===== config.mk =====
export PLATFORM = sky130hd
export DESIGN_NAME = in_bank_assembler
export DESIGN_NICKNAME = d
export VERILOG_FILES = /design/src/rtl/in_bank_pkg.sv /design/src/rtl/in_bank_assembler_idle_timer.sv /design/src/rtl/in_bank_assembler.sv
export SDC_FILE = /design/constraint.sdc
export NUM_CORES = 1
export LEC_CHECK = 0
export ABC_AREA = 1
export ABC_CLOCK_PERIOD_IN_PS = 1300
export BUFFER_PORTS_ARGS = -buffer_cell sky130_fd_sc_hd__buf_2
export CAP_MARGIN = 15
export CORE_MARGIN = 5
export CORE_UTILIZATION = 50
export CTS_BUF_LIST = sky130_fd_sc_hd__clkbuf_4
export DETAILED_ROUTE_END_ITERATION = 6
export PLACE_DENSITY = 0.79
export SYNTH_ARGS = -nofsm -noshare
export SYNTH_HDL_FRONTEND = slang
export SYNTH_SLANG_ARGS = --single-unit

===== constraint.sdc =====
create_clock -name clk -period 1.3 [get_ports clk]
set_input_delay 0.26 -clock clk [delete_from_list [all_inputs] [get_ports clk]]
set_output_delay 0.26 -clock clk [all_outputs]
set_load 0.01 [all_outputs]

===== src/rtl/in_bank_pkg.sv =====
// Shared types and constants for the byte-to-bank word assembler.
package in_bank_pkg;

    typedef enum logic {
        ST_IDLE    = 1'b0,
        ST_COLLECT = 1'b1
    } state_e;

    typedef enum logic {
        TGT_BANK00 = 1'b0,
        TGT_BANK01 = 1'b1
    } target_e;

    localparam logic [1:0] PROJ_BANK00  = 2'b00;
    localparam logic [1:0] PROJ_BANK01  = 2'b10;
    localparam int         BANK00_BYTES = 4;
    localparam int         BANK01_BYTES = 2;
    localparam int         TIMER_W      = 16;

    function automatic logic proj_valid(input logic [1:0] sel);
        return (sel == PROJ_BANK00) || (sel == PROJ_BANK01);
    endfunction

    // Index of the byte that completes a word for the given target.
    function automatic logic [1:0] last_byte_idx(input target_e tgt);
        logic [1:0] idx;
        case (tgt)
            TGT_BANK00: idx = 2'(BANK00_BYTES - 1);
            TGT_BANK01: idx = 2'(BANK01_BYTES - 1);
            default:    idx = 2'(BANK00_BYTES - 1);
        endcase
        return idx;
    endfunction

endpackage


===== src/rtl/in_bank_assembler_idle_timer.sv =====
// Mid-word idle counter: clear wins over enable; expire flags the cycle the
// count would reach TIMEOUT_CYCLES.
module in_bank_assembler_idle_timer
    import in_bank_pkg::*;
#(
    parameter int TIMEOUT_CYCLES = 255
) (
    input  logic clk,
    input  logic rst,
    input  logic clear,
    input  logic enable,
    output logic expire
);

    localparam logic [TIMER_W-1:0] LIMIT_M1 = TIMER_W'(TIMEOUT_CYCLES - 1);

    logic [TIMER_W-1:0] count_q;
    logic [TIMER_W-1:0] count_d;

    // Next count and expiry detection.
    always_comb begin
        count_d = count_q;
        expire  = 1'b0;
        if (clear) begin
            count_d = {TIMER_W{1'b0}};
        end else if (enable) begin
            if (count_q == LIMIT_M1) begin
                expire  = 1'b1;
                count_d = {TIMER_W{1'b0}};
            end else begin
                count_d = count_q + {{(TIMER_W-1){1'b0}}, 1'b1};
            end
        end else begin
            count_d = count_q;
        end
    end

    // Count register.
    always_ff @(posedge clk) begin
        if (rst) begin
            count_q <= {TIMER_W{1'b0}};
        end else begin
            count_q <= count_d;
        end
    end

endmodule


===== src/rtl/in_bank_assembler.sv =====
// Assembles little-endian byte streams into Bank00 (32-bit) / Bank01 (10-bit)
// words. Optional Bank01 format check enabled by macro IN_BANK_FORMAT_CHECK_EN.
module in_bank_assembler
    import in_bank_pkg::*;
#(
    parameter int TIMEOUT_CYCLES = 255
) (
    input  logic        clk,
    input  logic        rst,
    input  logic        write_enable,
    input  logic [7:0]  data_in,
    input  logic [1:0]  proj_sel,
    input  logic        flush,
    output logic [31:0] bank00_data,
    output logic        bank00_we,
    output logic [9:0]  bank01_data,
    output logic        bank01_we,
    output logic        busy,
    output logic [1:0]  byte_cnt,
    output logic        timeout_err,
    output logic        fmt_err
);

    state_e      state_q,       state_d;
    target_e     target_q,      target_d;
    logic [1:0]  byte_cnt_q,    byte_cnt_d;
    logic [23:0] lanes_q,       lanes_d;
    logic [31:0] bank00_data_q, bank00_data_d;
    logic [9:0]  bank01_data_q, bank01_data_d;
    logic        bank00_we_q,   bank00_we_d;
    logic        bank01_we_q,   bank01_we_d;
    logic        timeout_err_q, timeout_err_d;
`ifdef IN_BANK_FORMAT_CHECK_EN
    logic        fmt_err_q,     fmt_err_d;
`endif

    logic accept_s;
    logic timer_clear_s;
    logic timer_enable_s;
    logic timer_expire_s;

    // A byte is taken unless flushed; from IDLE only with a valid target.
    assign accept_s = write_enable && !flush &&
                      ((state_q == ST_COLLECT) || proj_valid(proj_sel));

    assign timer_clear_s  = accept_s || flush || (state_q == ST_IDLE);
    assign timer_enable_s = (state_q == ST_COLLECT) && !write_enable;

    in_bank_assembler_idle_timer #(
        .TIMEOUT_CYCLES(TIMEOUT_CYCLES)
    ) u_idle_timer (
        .clk   (clk),
        .rst   (rst),
        .clear (timer_clear_s),
        .enable(timer_enable_s),
        .expire(timer_expire_s)
    );

    // Next-state, lane capture and commit decisions.
    always_comb begin
        state_d       = state_q;
        target_d      = target_q;
        byte_cnt_d    = byte_cnt_q;
        lanes_d       = lanes_q;
        bank00_data_d = bank00_data_q;
        bank01_data_d = bank01_data_q;
        bank00_we_d   = 1'b0;
        bank01_we_d   = 1'b0;
        timeout_err_d = 1'b0;
`ifdef IN_BANK_FORMAT_CHECK_EN
        fmt_err_d     = fmt_err_q;
`endif
        if (flush) begin
            state_d    = ST_IDLE;
            byte_cnt_d = 2'd0;
        end else begin
            case (state_q)
                ST_IDLE: begin
                    if (accept_s) begin
                        target_d      = (proj_sel == PROJ_BANK01) ? TGT_BANK01 : TGT_BANK00;
                        lanes_d[7:0]  = data_in;
                        byte_cnt_d    = 2'd1;
                        state_d       = ST_COLLECT;
                    end else begin
                        state_d = ST_IDLE;
                    end
                end
                ST_COLLECT: begin
                    if (write_enable) begin
                        if (byte_cnt_q == last_byte_idx(target_q)) begin
                            state_d    = ST_IDLE;
                            byte_cnt_d = 2'd0;
                            if (target_q == TGT_BANK00) begin
                                bank00_data_d = {data_in, lanes_q};
                                bank00_we_d   = 1'b1;
                            end else begin
`ifdef IN_BANK_FORMAT_CHECK_EN
                                if (data_in[7:2] != 6'd0) begin
                                    fmt_err_d = 1'b1;
                                end else begin
                                    bank01_data_d = {data_in[1:0], lanes_q[7:0]};
                                    bank01_we_d   = 1'b1;
                                end
`else
                                bank01_data_d = {data_in[1:0], lanes_q[7:0]};
                                bank01_we_d   = 1'b1;
`endif
                            end
                        end else begin
                            case (byte_cnt_q)
                                2'd1:    lanes_d[15:8]  = data_in;
                                2'd2:    lanes_d[23:16] = data_in;
                                default: lanes_d        = lanes_q;
                            endcase
                            byte_cnt_d = byte_cnt_q + 2'd1;
                        end
                    end else if (timer_expire_s) begin
                        state_d       = ST_IDLE;
                        byte_cnt_d    = 2'd0;
                        timeout_err_d = 1'b1;
                    end else begin
                        state_d = ST_COLLECT;
                    end
                end
                default: begin
                    state_d    = ST_IDLE;
                    byte_cnt_d = 2'd0;
                end
            endcase
        end
    end

    // State and output registers.
    always_ff @(posedge clk) begin
        if (rst) begin
            state_q       <= ST_IDLE;
            target_q      <= TGT_BANK00;
            byte_cnt_q    <= 2'd0;
            lanes_q       <= 24'd0;
            bank00_data_q <= 32'd0;
            bank01_data_q <= 10'd0;
            bank00_we_q   <= 1'b0;
            bank01_we_q   <= 1'b0;
            timeout_err_q <= 1'b0;
        end else begin
            state_q       <= state_d;
            target_q      <= target_d;
            byte_cnt_q    <= byte_cnt_d;
            lanes_q       <= lanes_d;
            bank00_data_q <= bank00_data_d;
            bank01_data_q <= bank01_data_d;
            bank00_we_q   <= bank00_we_d;
            bank01_we_q   <= bank01_we_d;
            timeout_err_q <= timeout_err_d;
        end
    end

`ifdef IN_BANK_FORMAT_CHECK_EN
    // Sticky format error flag.
    always_ff @(posedge clk) begin
        if (rst) begin
            fmt_err_q <= 1'b0;
        end else begin
            fmt_err_q <= fmt_err_d;
        end
    end

    assign fmt_err = fmt_err_q;
`else
    assign fmt_err = 1'b0;
`endif

    assign bank00_data = bank00_data_q;
    assign bank00_we   = bank00_we_q;
    assign bank01_data = bank01_data_q;
    assign bank01_we   = bank01_we_q;
    assign busy        = (state_q == ST_COLLECT);
    assign byte_cnt    = byte_cnt_q;
    assign timeout_err = timeout_err_q;

endmodule


### After elaboration in Yosys (flattened, before gate mapping)

Cells that the tools add are included.

| word-level totals | value |
|---|---|
| register bits | 89 |
| logic and storage cells | 72 |

| operators by class | value |
|---|---|
| equal/unequal tests | 7 |
| bitwise operators | 5 |
| add/sub/neg operators | 2 |
| reduce and logical (&&, ||, !) cells | 21 |
| mux-type cells | 25 |

Operators with widths:

| kind | count |
|---|---|
| 5-bit AND reduction | 4 |
| 16-bit by 1-bit adder with 16-bit output, second input constant | 1 |
| 16-bit by 8-bit == test with 1-bit output, second input constant | 1 |
| 16-bit 2-to-1 mux | 1 |
| 8-bit 2-to-1 mux | 2 |
| 8-bit case mux with 2 select lines | 1 |
| 2-bit 2-to-1 mux | 7 |
| 1-bit 2-to-1 mux | 11 |
| 2-bit case mux with 2 select lines | 2 |
| 3-bit AND reduction | 2 |
| 1-bit inverter | 5 |
| 5-bit OR reduction | 1 |
| 2-bit == test, second input constant | 2 |
| 1-bit logical OR | 4 |
| 2-bit OR reduction | 2 |
| 4-bit OR reduction | 1 |
| 1-bit logical AND | 3 |
| 3-bit by 2-bit != test with 1-bit output, second input constant | 1 |
| 2-bit by 1-bit adder with 2-bit output, second input constant | 1 |
| 2-bit by 1-bit == test with 1-bit output, second input constant | 1 |
| 2-bit == test | 1 |
| 1-bit logical NOT | 2 |
| 2-bit logical NOT | 1 |
| 2-bit != test, second input constant | 1 |
| other kinds (2) | 2 |

### Depth between registers and ports, before layout

Gate-level depths: netlist of the first run.

| depth | value |
|---|---|
| depth after elaboration | 10 |
| mapped depth | 10 |

### Cells and area by module

From an unflattened synthesis of the first run, not the netlist that was laid out.

| second synthesis, totals | value |
|---|---|
| cell total of the unflattened synthesis | 553 |
| area total of the unflattened synthesis | 3,812.4 sq um |

By module, submodules not included:

| module | instances | cells each | area each (sq um) | sequential area each (sq um) |
|---|---|---|---|---|
| in_bank_assembler | 1 | 417 | 2,941.6 | 1,461.4 |
| in_bank_assembler_idle_timer | 1 | 136 | 870.8 | 320.3 |

### Worst setup path after synthesis of the first run

No wires, ideal clock.

| timing | value |
|---|---|
| kind | register to register |
| start point | reg byte_cnt_q[1] (netlist: byte_cnt[1]) |
| end point | reg lanes_q[13] |
| path slack | -0.036 ns |
| library setup time | 0.119 ns |
| data arrival time | 1.217 ns |
| buffers on the path | 1 |
| stages on the path, launching flop included | 9 |
| period minus slack after synthesis | 1.336 ns |
| path through | dfxtp_1 -> inv_1 -> nand3_1 -> nand2_1 -> inv_1 -> nand3_1 -> buf_2 -> o21ai_0 -> a21oi_1 |

| between the ends | value |
|---|---|
| cells in the longest elaborated chain, start to end | 3 |
| elaborated cells between the ends (all ways) | 4 |

Ends and longest elaborated chain:

| what | line | text |
|---|---|---|
| start, declared | in_bank_assembler.sv:26 | `logic [1:0] byte_cnt_q, byte_cnt_d;` |
| start signal, assigned | in_bank_assembler.sv:148 | `byte_cnt_q <= byte_cnt_d;` |
| 2-bit == test | in_bank_assembler.sv:90 | `if (byte_cnt_q == last_byte_idx(target_q)) begin` |
| 1-bit inverter (no line) | -- |  |
| 5-bit AND reduction (no line) (*) | -- |  |
| end signal, assigned | in_bank_assembler.sv:149 | `lanes_q <= lanes_d;` |
| end, declared | in_bank_assembler.sv:27 | `logic [23:0] lanes_q, lanes_d;` |

Mark *: on every way between the ends. The rest lies on a longest branch, timed or not.
A chain may end at the register's enable or synchronous reset.

### Worst setup path after layout of the first run

| timing | value |
|---|---|
| start point | reg u_idle_timer.count_q[12] |
| end point | reg byte_cnt_q[1] (netlist: byte_cnt[1]) |

| between the ends | value |
|---|---|
| cells in the longest elaborated chain, start to end | 6 |

Ends and longest elaborated chain:

| what | line | text |
|---|---|---|
| start, declared | in_bank_assembler_idle_timer.sv:17 | `logic [TIMER_W-1:0] count_q;` |
| start signal, assigned | in_bank_assembler_idle_timer.sv:41 | `count_q <= {TIMER_W{1'b0}};` |
| start signal, assigned | in_bank_assembler_idle_timer.sv:43 | `count_q <= count_d;` |
| 16-bit by 8-bit == test with 1-bit output | in_bank_assembler_idle_timer.sv:27 | `if (count_q == LIMIT_M1) begin` |
| 1-bit 2-to-1 mux | in_bank_assembler_idle_timer.sv:27 |  |
| 1-bit 2-to-1 mux | in_bank_assembler_idle_timer.sv:26 | `end else if (enable) begin` |
| 1-bit 2-to-1 mux | in_bank_assembler_idle_timer.sv:24 | `if (clear) begin` |
| 3-bit by 2-bit != test with 1-bit output (no line) | -- |  |
| 2-bit AND reduction (no line) | -- |  |

Every way passes these cells.

==> flow_metrics.env, run 1 <==
export IMPL_outcome="finished, violations left"
export IMPL_failed_checks="setup timing"
export IMPL_via_count=3475
export IMPL_dieArea_um2=8570
export IMPL_use_met2_pct=35.3
export IMPL_final_cell_area_um2=4770
export IMPL_yosysSeqAreaShare_pct=52.2
export IMPL_gp_congestion=0.821
export IMPL_overflow=0
export IMPL_clkSinkCount=89
export IMPL_grt_pass1_wl_um=14300
export IMPL_die_y_um=92.6
export IMPL_fin_ws_ns=-0.222
export IMPL_hp_class="in2reg"
export IMPL_cts_root_buf="clkbuf_4"
export IMPL_placedCellCount=575
export IMPL_slew_violations=0
export IMPL_initial_core_util_pct=50.8
export IMPL_dr_pass1_iters=7
export IMPL_p_leak_nw=1.96
export IMPL_timing_final_crit_share_pct=117
export IMPL_gr_usage_met3_pct=4.87
export IMPL_clk_latency_ns=0.46
export IMPL_fin_cells=617
export IMPL_drtIter0Drc=354
export IMPL_cts_tree="built"
export IMPL_clock_path_buffers=2
export IMPL_ant_nets=0
export IMPL_maxCapViolations=0
export IMPL_post_route_cells_drive_above_1_share_pct=40.6
export IMPL_skew_ns=0.0180
export IMPL_synth_area_leaders="dfxtp_1 52%, o21ai_0 8.5%, a21oi_1 8.1%"
export IMPL_synth_top_cell_by_area="dfxtp_1"
export IMPL_synth_cell_types=28
export IMPL_finalNetCount=550
export IMPL_peakVddDrop_uv=534
export IMPL_grtUsageMet1_pct=25.4
export IMPL_setup_tns_ns=-2.42
export IMPL_clock_fmax_mhz=657
export IMPL_drc=0
export IMPL_syn_cell_area_um2=3410
export IMPL_core_area_um2=6720
export IMPL_diodes=0
export IMPL_clk_pin_slew_ns=0.15
export IMPL_row_count=30
export IMPL_critical_path_peak_fanout=4
export IMPL_setup_violations=46
export IMPL_antenna_found_initial=0
export IMPL_place_ws_ns=-0.0977
export IMPL_crit_type="reg2reg"
export IMPL_tightest_slew_ns=0.518
export IMPL_htree_levels=3
export IMPL_die_width_um=92.6
export IMPL_cp_arrival_ns=1.88
export IMPL_ys_seq_elements=89
export IMPL_maxSlewHeadroom_pct=65.2
export IMPL_port_buffers=61
export IMPL_startpoint_type="flip-flop"
export IMPL_crit_required_ns=1.66
export IMPL_cellPowerDensity_nw_per_um2=935
export IMPL_dp_final_hpwl_um=5560
export IMPL_finalWirelength_um=10600
export IMPL_ios=63
export IMPL_critPathCaptureType="flip-flop"
export IMPL_syn_area_per_cell_um2=8.12
export IMPL_synth_cells=420
export IMPL_hold_viol_final=0
export IMPL_grt_pass1_vias=3059
export IMPL_track_usage_pct=21.0
export IMPL_min_period_ns=1.52
export IMPL_synth_nets=438
export IMPL_wire_per_inst_um=17.2
export IMPL_area_growth_pct=39.8
export IMPL_grt_max_degree=68
export IMPL_top_usage_layer="met2"
export IMPL_placed_area_um2=4000
export IMPL_synth_top_cell_area_share_pct=52.2
export IMPL_viasPerCell=5.63
export IMPL_rsz0062_at_grt="yes"
export IMPL_cts_inserted_buffers=9
export IMPL_ys_warn_count=0
[through the flow]
stage	hold WS (ns)	total power [mW]	util, %
2_1_floorplan	0.338	2.91	-
4_1_cts	0.118	4.40	64.7
6_report	0.143	4.46	71.0
5_1_grt	0.134	4.61	71.0
3_5_place_dp	0.442	2.99	59.5
3_3_place_gp	0.426	2.98	59.5
[power breakdown]
part / internal (mW) / total (mW) / switching (mW)
sequential: 2.75 / 2.75 / 0.00959
combinational: 0.0860 / 0.242 / 0.156
clock: 0.440 / 1.46 / 1.02
total: 3.27 / 4.46 / 1.19
[cell type report]
cell class / instances / area (um2)
flip-flops and latches: 89 / 1800
multi-input cells: 260 / 1610
repair inverters: 3 / 17.5
clock inverters: 6 / 51.3
fillers: 443 / 1950
well taps: 80 / 100
inverters: 53 / 216
clock buffers: 10 / 75.1
repair buffers: 116 / 897
[Yosys cell counts]
cell	count
o21ai_1	15
xor2_1	2
conb_1	1
a21oi_2	10
nand2_2	1
nand4_1	3
inv_2	4
nor2_4	2
nor3_2	1
o21ai_0	58
o31ai_1	1
buf_2	6
buf_4	4
a211oi_1	1
inv_1	49
nand3_1	13
nor2_1	54
buf_6	2
nor3_1	2
nand2_1	31
dfxtp_1	89
nand3_4	1
o2111a_1	1
a21oi_1	55
o311ai_0	1
ha_1	4
xnor2_1	2
clkbuf_1	7
[final timing paths]
kind	end	startpoint	cells after the start	slack, ns
max	byte_cnt[1]	u_idle_timer.count_q[12]	8	-0.22
max reg2reg	byte_cnt[1]	u_idle_timer.count_q[12]	8	-0.22
min reg2reg	u_idle_timer.count_q[0]	u_idle_timer.count_q[0]	1	0.45
min	lanes_q[21]	data_in[5]	3	0.14
[state kept, by name, indices dropped and copies added (netlist names)]
| signal | flops |
|---|---|
| bank00_we | 1 |
| bank00_data | 32 |
| byte_cnt | 2 |
| target_q | 1 |
| timeout_err | 1 |
| busy | 1 |
| bank01_we | 1 |
| lanes_q | 24 |
| bank01_data | 10 |
| u_idle_timer.count_q | 16 |
[cells by family after synthesis]
| logic type | share of synthesized area, % |
|---|---|
| compound gates | 22.4 |
| xor+xnor | 1.03 |
| fa+ha+maj | 1.47 |
| buf+inv | 9.02 |
| flops | 52.2 |
| other cells | 0.110 |
| simple gates | 13.8 |
[timing repair]
| item | in CTS | in global routing |
|---|---|---|
| cloned | 4 | 8 |
| pin swaps | 15 | 15 |
| gates resized for setup | 48 | 93 |
| hold buffers | 1 | 0 |
| hold endpoints to repair | 1 | 0 |
| buffers inserted | 3 | 11 |
| setup endpoints to repair | 40 | 85 |
[critical path, cell delays in order, from the launching register on]
cell and delay (ns):
dfxtp_1 0.37, nor2_1 0.15, nand2_1 0.14, nor2_4 0.20, nand3_2 0.14, nand2_2 0.10
nand2_1 0.07, nor2_1 0.18, nor2_1 0.07
[cells in the final DEF (no fill, tap or decap), types with 2 or more instances in the layout]
cell	n
buf_12	5
nand2_2	8
clkbuf_16	2
clkinvlp_4	4
inv_6	3
xnor2_1	2
xor2_1	2
inv_8	2
dfxtp_2	10
ha_1	3
buf_6	17
buf_4	27
nand3_2	6
nor2_1	46
o21ai_0	27
nor2_4	9
clkbuf_4	10
o21ai_2	12
inv_2	6
nand2_1	22
buf_2	63
nand3_1	3
o21ai_1	34
inv_1	43
nand3_4	6
dfxtp_1	78
a21oi_2	15
nand4_1	3
a21oi_1	49
inv_4	2
[metal layers]
layer / share of wire, % / wire (um)
met1: 37 / 3970
met2: 50 / 5290
met3: 7.4 / 791
met4: 5.4 / 575
met5: 0 / 0
(Power assumes the default switching activity.)
==> inputs of run 2 (changes only) <==
--- a/constraint.sdc
+++ b/constraint.sdc
@@ -3,2 +3,2 @@
 set_output_delay 0.26 -clock clk [all_outputs]
-set_load 0.01 [all_outputs]
+set_load 0.005 [all_outputs]
==> run 2 against run 1 <==
Effect of this change:
- the flow still finishes with violations (setup timing)
- clock power is essentially flat
- register-to-register slack gained 0.06 ns
- routed wire length shrank 3.8%
- power grew 0.20%
- clock skew grew 0.0048 ns
- critical endpoint unchanged
- largest power group unchanged
==> flow_metrics.env, run 2 (synthesized netlist as in run 1, its figures left out) <==
export IMPL_critPathCaptureType="flip-flop"
export IMPL_ios=63
export IMPL_clk_pin_slew_ns=0.14
export IMPL_hp_start="rst"
export IMPL_htree_levels=3
export IMPL_worstPathCellList="nor2_1, nand2_1, nor2_4, nand3_2, nand2_2, nand2_2, nand2_1, nand2_1, nor2_1"
export IMPL_dieArea_um2=8570
export IMPL_drtIter0Drc=222
export IMPL_post_route_cells_drive_above_1_share_pct=44.2
export IMPL_cts_tree="built"
export IMPL_die_y_um=92.6
export IMPL_core_area_um2=6720
export IMPL_clk_latency_ns=0.45
export IMPL_slowest_delay_ns=0.38
export IMPL_ant_nets=0
export IMPL_track_usage_pct=21.8
export IMPL_pwr_share_comb_pct=5.2
export IMPL_crit_required_ns=1.68
export IMPL_p_switching_mw=1.22
export IMPL_cellPowerDensity_nw_per_um2=941
export IMPL_die_width_um=92.6
export IMPL_hold_depth=2
export IMPL_clock_fmax_mhz=683
export IMPL_outcome="finished, violations left"
export IMPL_via_count=3397
export IMPL_row_count=30
export IMPL_timing_rr_end="byte_cnt[1]"
export IMPL_grt_pass1_wl_um=14900
export IMPL_timing_final_crit_share_pct=113
export IMPL_area_growth_pct=39.3
export IMPL_rsz0062_at_grt="yes"
export IMPL_grt_max_degree=68
export IMPL_port_buffers=61
export IMPL_setup_violations=51
export IMPL_antenna_found_initial=0
export IMPL_placed_area_um2=4010
export IMPL_critical_path_peak_fanout=4
export IMPL_fillerInstances=463
export IMPL_dp_final_hpwl_um=5640
export IMPL_hp_class="in2reg"
export IMPL_final_cell_mix="78 x dfxtp_1, 60 x buf_2, 45 x inv_1"
export IMPL_switching_share_pct=27.2
export IMPL_viasPerCell=5.53
export IMPL_pwr_share_seq_pct=61.6
export IMPL_p_int_mw=3.25
export IMPL_reg2reg_slack_ns=-0.16
export IMPL_hold_end="target_q"
export IMPL_final_common_cell="dfxtp_1"
export IMPL_maxCapViolations=0
export IMPL_clkSinkCount=89
export IMPL_largest_reg_flops=32
export IMPL_cts_root_buf="clkbuf_4"
export IMPL_p_leak_nw=1.98
export IMPL_rr_worst_depth=9
export IMPL_crit_type="reg2reg"
export IMPL_startpoint_type="flip-flop"
export IMPL_crit_top_cell="nand2_1"
export IMPL_clock_path_buffers=2
export IMPL_skew_ns=0.0228
export IMPL_startpoint="u_idle_timer.count_q[12]"
export IMPL_holdWs_ns=0.0182
export IMPL_slew_violations=0
export IMPL_critPathSlowestCell="dfxtp_1"
export IMPL_cp_arrival_ns=1.85
export IMPL_overflow=0
export IMPL_grt_pass1_vias=3162
export IMPL_r2r_start="u_idle_timer.count_q[12]"
export IMPL_final_cell_area_um2=4750
export IMPL_dr_pass1_iters=5
export IMPL_initial_core_util_pct=50.8
export IMPL_hold_viol_final=0
export IMPL_peakVddDrop_uv=521
export IMPL_clkPwrFrac_pct=33.2
export IMPL_failed_checks="setup timing"
export IMPL_drc=0
export IMPL_fin_ws_ns=-0.165
export IMPL_wire_per_inst_um=16.7
export IMPL_finalNetCount=547
export IMPL_diodes=0
export IMPL_min_period_ns=1.46
export IMPL_gp_congestion=0.817
export IMPL_finalWirelength_um=10200
export IMPL_cts_inserted_buffers=9
==> run 2: repair_timing <==
item | 4_1_cts | 5_1_grt
setup endpoints to repair | 67 | 78
endpoints found under the hold margin | 0 | 0
gates resized for setup | 66 | 107
hold buffers | 0 | 0
pin swaps | 9 | 19
setup buffers | 10 | 5
gates cloned | 4 | 2
==> run 2: how the worst max path moves through the flow <==
stage                                 end  slack [ns]  cells past startpoint
after floorplan               lanes_q[13]        0.01                      8
after global placement         lanes_q[9]       -0.06                      6
after detailed placement  bank00_data[23]       -0.13                      8
after CTS                     lanes_q[13]       -0.04                      8
after global routing          byte_cnt[1]       -0.25                     10
final                         byte_cnt[1]       -0.16                      9
==> run 2: area by class of cell <==
| type | count | area (um2) | area share, % |
|---|---|---|---|
| clock buffers | 9 | 67.6 | 1.42 |
| clock inverters | 7 | 58.8 | 1.24 |
| inverters | 53 | 211 | 4.45 |
| multi-input cells | 260 | 1680 | 35.3 |
| flip-flops and latches | 89 | 1800 | 37.9 |
| well taps | 80 | 100 | 2.11 |
| repair buffers | 115 | 832 | 17.5 |
| repair inverters | 1 | 6.26 | 0.132 |
==> run 2: power groups by stage <==
stage / sequential (mW) / combinational, mW / clock, mW
after floorplan: 2.81 / 0.0929 / 0
after detailed placement: 2.81 / 0.181 / 0
after global routing: 2.76 / 0.249 / 1.59
final: 2.75 / 0.231 / 1.48
after CTS: 2.75 / 0.196 / 1.45
after global placement: 2.81 / 0.176 / 0
==> run 2: per-stage QoR <==
stage               setup TNS, ns  std cells  worst slack (ns)  power, mW  util [%]
CTS                        -0.661        609           -0.0386       4.40      66.7
global route                -6.95        614            -0.253       4.59      70.7
finish                      -2.23        614            -0.165       4.47      70.7
detailed placement          -2.61        579            -0.127       2.99      59.7
global placement            -1.02        579           -0.0601       2.99      59.7
floorplan                       0        420           0.00955       2.90         -
==> run 2: worst max-delay path: cells and delay by family, from the launching register on <==
family / cells / cell delay, ns
simple gates: 9 / 1.03
flops: 1 / 0.38
==> run 2: routing by layer <==
metal | GRT usage (%) | share of wire [%] | routed length [um]
met1 | 26.0 | 40 | 4060
met2 | 38.4 | 52 | 5320
met3 | 4.47 | 5.1 | 524
met4 | 8.42 | 3.1 | 320
met5 | 0 | 0 | 0
==> inputs of run 3 (changes only) <==
- ABC_CLOCK_PERIOD_IN_PS: 1300 -> 1400
- PLACE_DENSITY: 0.79 -> 0.76
- clock period: 1.3 -> 1.4 ns (I/O delays scaled with it)
==> run 3 against run 2 <==
Effect of this change:
- the flow still finishes with violations (setup timing)
- maximum frequency rose by 0.52%
- power down 2.3%
- routed wire length shrank 16%
- sequential power fell by 7%
- final cell count down 4.4%
- design area is 9.1% lower
- sequential share of layout area is 3.7 points higher
- hold slack improved by 0.029 ns
- via count shrank 8.8%
- highest routed layer unchanged
==> flow_metrics.env, run 3 (synthesized netlist as in run 1, its figures left out) <==
export IMPL_outcome="finished, violations left"
export IMPL_failed_checks="setup timing"
export IMPL_finalWirelength_um=8580
export IMPL_post_route_util_pct=64.3
export IMPL_holdWs_ns=0.0471
export IMPL_final_cell_mix="80 x dfxtp_1, 61 x buf_2, 53 x a21oi_1"
export IMPL_overflow=0
export IMPL_core_area_um2=6720
export IMPL_post_route_cells_drive_above_1_share_pct=32.0
export IMPL_cts_inserted_buffers=9
export IMPL_skew_ns=0.0147
export IMPL_min_period_ns=1.46
export IMPL_pwr_share_comb_pct=3.8
export IMPL_gp_congestion=0.875
export IMPL_clk_latency_ns=0.43
export IMPL_wire_per_inst_um=14.6
export IMPL_clkSinkCount=89
export IMPL_pwr_share_seq_pct=58.6
export IMPL_maxCapViolations=0
export IMPL_final_common_cell="dfxtp_1"
export IMPL_setup_tns_ns=-0.0816
export IMPL_row_count=30
export IMPL_dieArea_um2=8570
export IMPL_dr_pass1_iters=4
export IMPL_final_cell_area_um2=4320
export IMPL_critical_path_peak_fanout=5
export IMPL_placed_area_um2=3880
export IMPL_finalNetCount=520
export IMPL_area_growth_pct=26.6
export IMPL_p_leak_nw=1.80
export IMPL_port_buffers=61
export IMPL_ant_nets=0
export IMPL_clk_pin_slew_ns=0.14
export IMPL_htree_levels=3
export IMPL_dp_final_hpwl_um=5520
export IMPL_peakVddDrop_uv=623
export IMPL_cp_arrival_ns=1.81
export IMPL_startpoint_type="flip-flop"
export IMPL_clkPwrFrac_pct=37.6
export IMPL_placedCellCount=562
export IMPL_initial_core_util_pct=50.8
export IMPL_antenna_found_initial=0
export IMPL_p_switching_mw=1.01
export IMPL_viasPerCell=5.28
export IMPL_place_ws_ns=-0.0635
export IMPL_cellPowerDensity_nw_per_um2=1010
export IMPL_cts_tree="built"
export IMPL_track_usage_pct=18.6
export IMPL_drc=0
export IMPL_fin_ws_ns=-0.0571
export IMPL_grt_max_degree=43
export IMPL_critPathCaptureType="flip-flop"
export IMPL_power_mw=4.36
export IMPL_clock_fmax_mhz=686
export IMPL_cts_root_buf="clkbuf_4"
export IMPL_switching_share_pct=23.2
export IMPL_die_y_um=92.6
export IMPL_timing_final_crit_share_pct=104
export IMPL_p_int_mw=3.35
export IMPL_grt_pass1_vias=2814
export IMPL_hp_class="in2reg"
export IMPL_crit_required_ns=1.75
export IMPL_die_width_um=92.6
export IMPL_ios=63
export IMPL_rsz0062_at_grt="yes"
export IMPL_clock_path_buffers=2
export IMPL_setup_violations=2
export IMPL_drtIter0Drc=193
export IMPL_hold_viol_final=0
export IMPL_crit_type="reg2reg"
export IMPL_slew_violations=0
export IMPL_via_count=3099
export IMPL_grt_pass1_wl_um=12800
export IMPL_fin_cells=587
export IMPL_diodes=0
export IMPL_largest_reg_flops=32
-- run 3: cell types whose count changed in the layout (fill, tap and decap cells not counted), moves of 4 or more --
| cell | before | now |
|---|---|---|
| a21oi_1 | 44 | 53 |
| o21ai_1 | 31 | 17 |
| buf_6 | 9 | 4 |
| o21ai_0 | 15 | 52 |
| nor2_2 | 12 | 4 |
| buf_4 | 38 | 22 |
| nor2_1 | 37 | 47 |
| o21ai_4 | 6 | 0 |
| o21ai_2 | 21 | 4 |
| a21oi_2 | 21 | 11 |
| buf_8 | 4 | 0 |
-- run 3: what timing repair did --
action | in CTS | in global routing
endpoints found under the hold margin | 0 | 0
pin swaps | 1 | 13
setup endpoints to repair | 15 | 65
hold buffers | 0 | 0
resized for setup | 7 | 54
gates cloned | 0 | 2
buffers inserted | 0 | 7
-- run 3: final cells by class --
type	instances	area, um2
fill	542	2400
sequential	89	1790
multi-input combinational	259	1470
timing repair buffer	90	581
inverter	53	204
clock inverter	7	100
tap	80	100
clock buffer	9	67.6
-- run 3: path summary, 6_finish.rpt --
check,slack [ns],cells past startpoint,from,to
hold / removal,0.05,2,rst,target_q
setup reg to reg,-0.06,9,u_idle_timer.count_q[7],u_idle_timer.count_q[8]
setup / recovery,-0.06,9,u_idle_timer.count_q[7],u_idle_timer.count_q[8]
hold reg to reg,0.47,2,lanes_q[22],bank00_data[22]
-- run 3: per-layer routing --
layer  wire, um  vias up  global-route usage [%]
li1           -     1550                       -
met1       3630     1429                    23.2
met2       4260       99                    31.6
met3        471       21                    3.17
met4        208        0                    8.17
met5          0        -                       0
-- run 3: power by group through the flow --
stage	registers, mW	clock network, mW	logic, mW
finish	2.56	1.64	0.165
global route	2.56	1.80	0.184
CTS	2.56	1.66	0.157
detailed placement	2.61	0	0.154
global placement	2.61	0	0.152
floorplan	2.61	0	0.0863
-- run 3: critical path, cell delays in order, from the launching register on --
cell     delay, ns
dfxtp_1       0.34
nand2_1       0.10
inv_1         0.10
nand2_4       0.11
nor2_4        0.06
buf_6         0.11
a21oi_4       0.19
buf_6         0.15
o21ai_1       0.08
a21oi_1       0.15
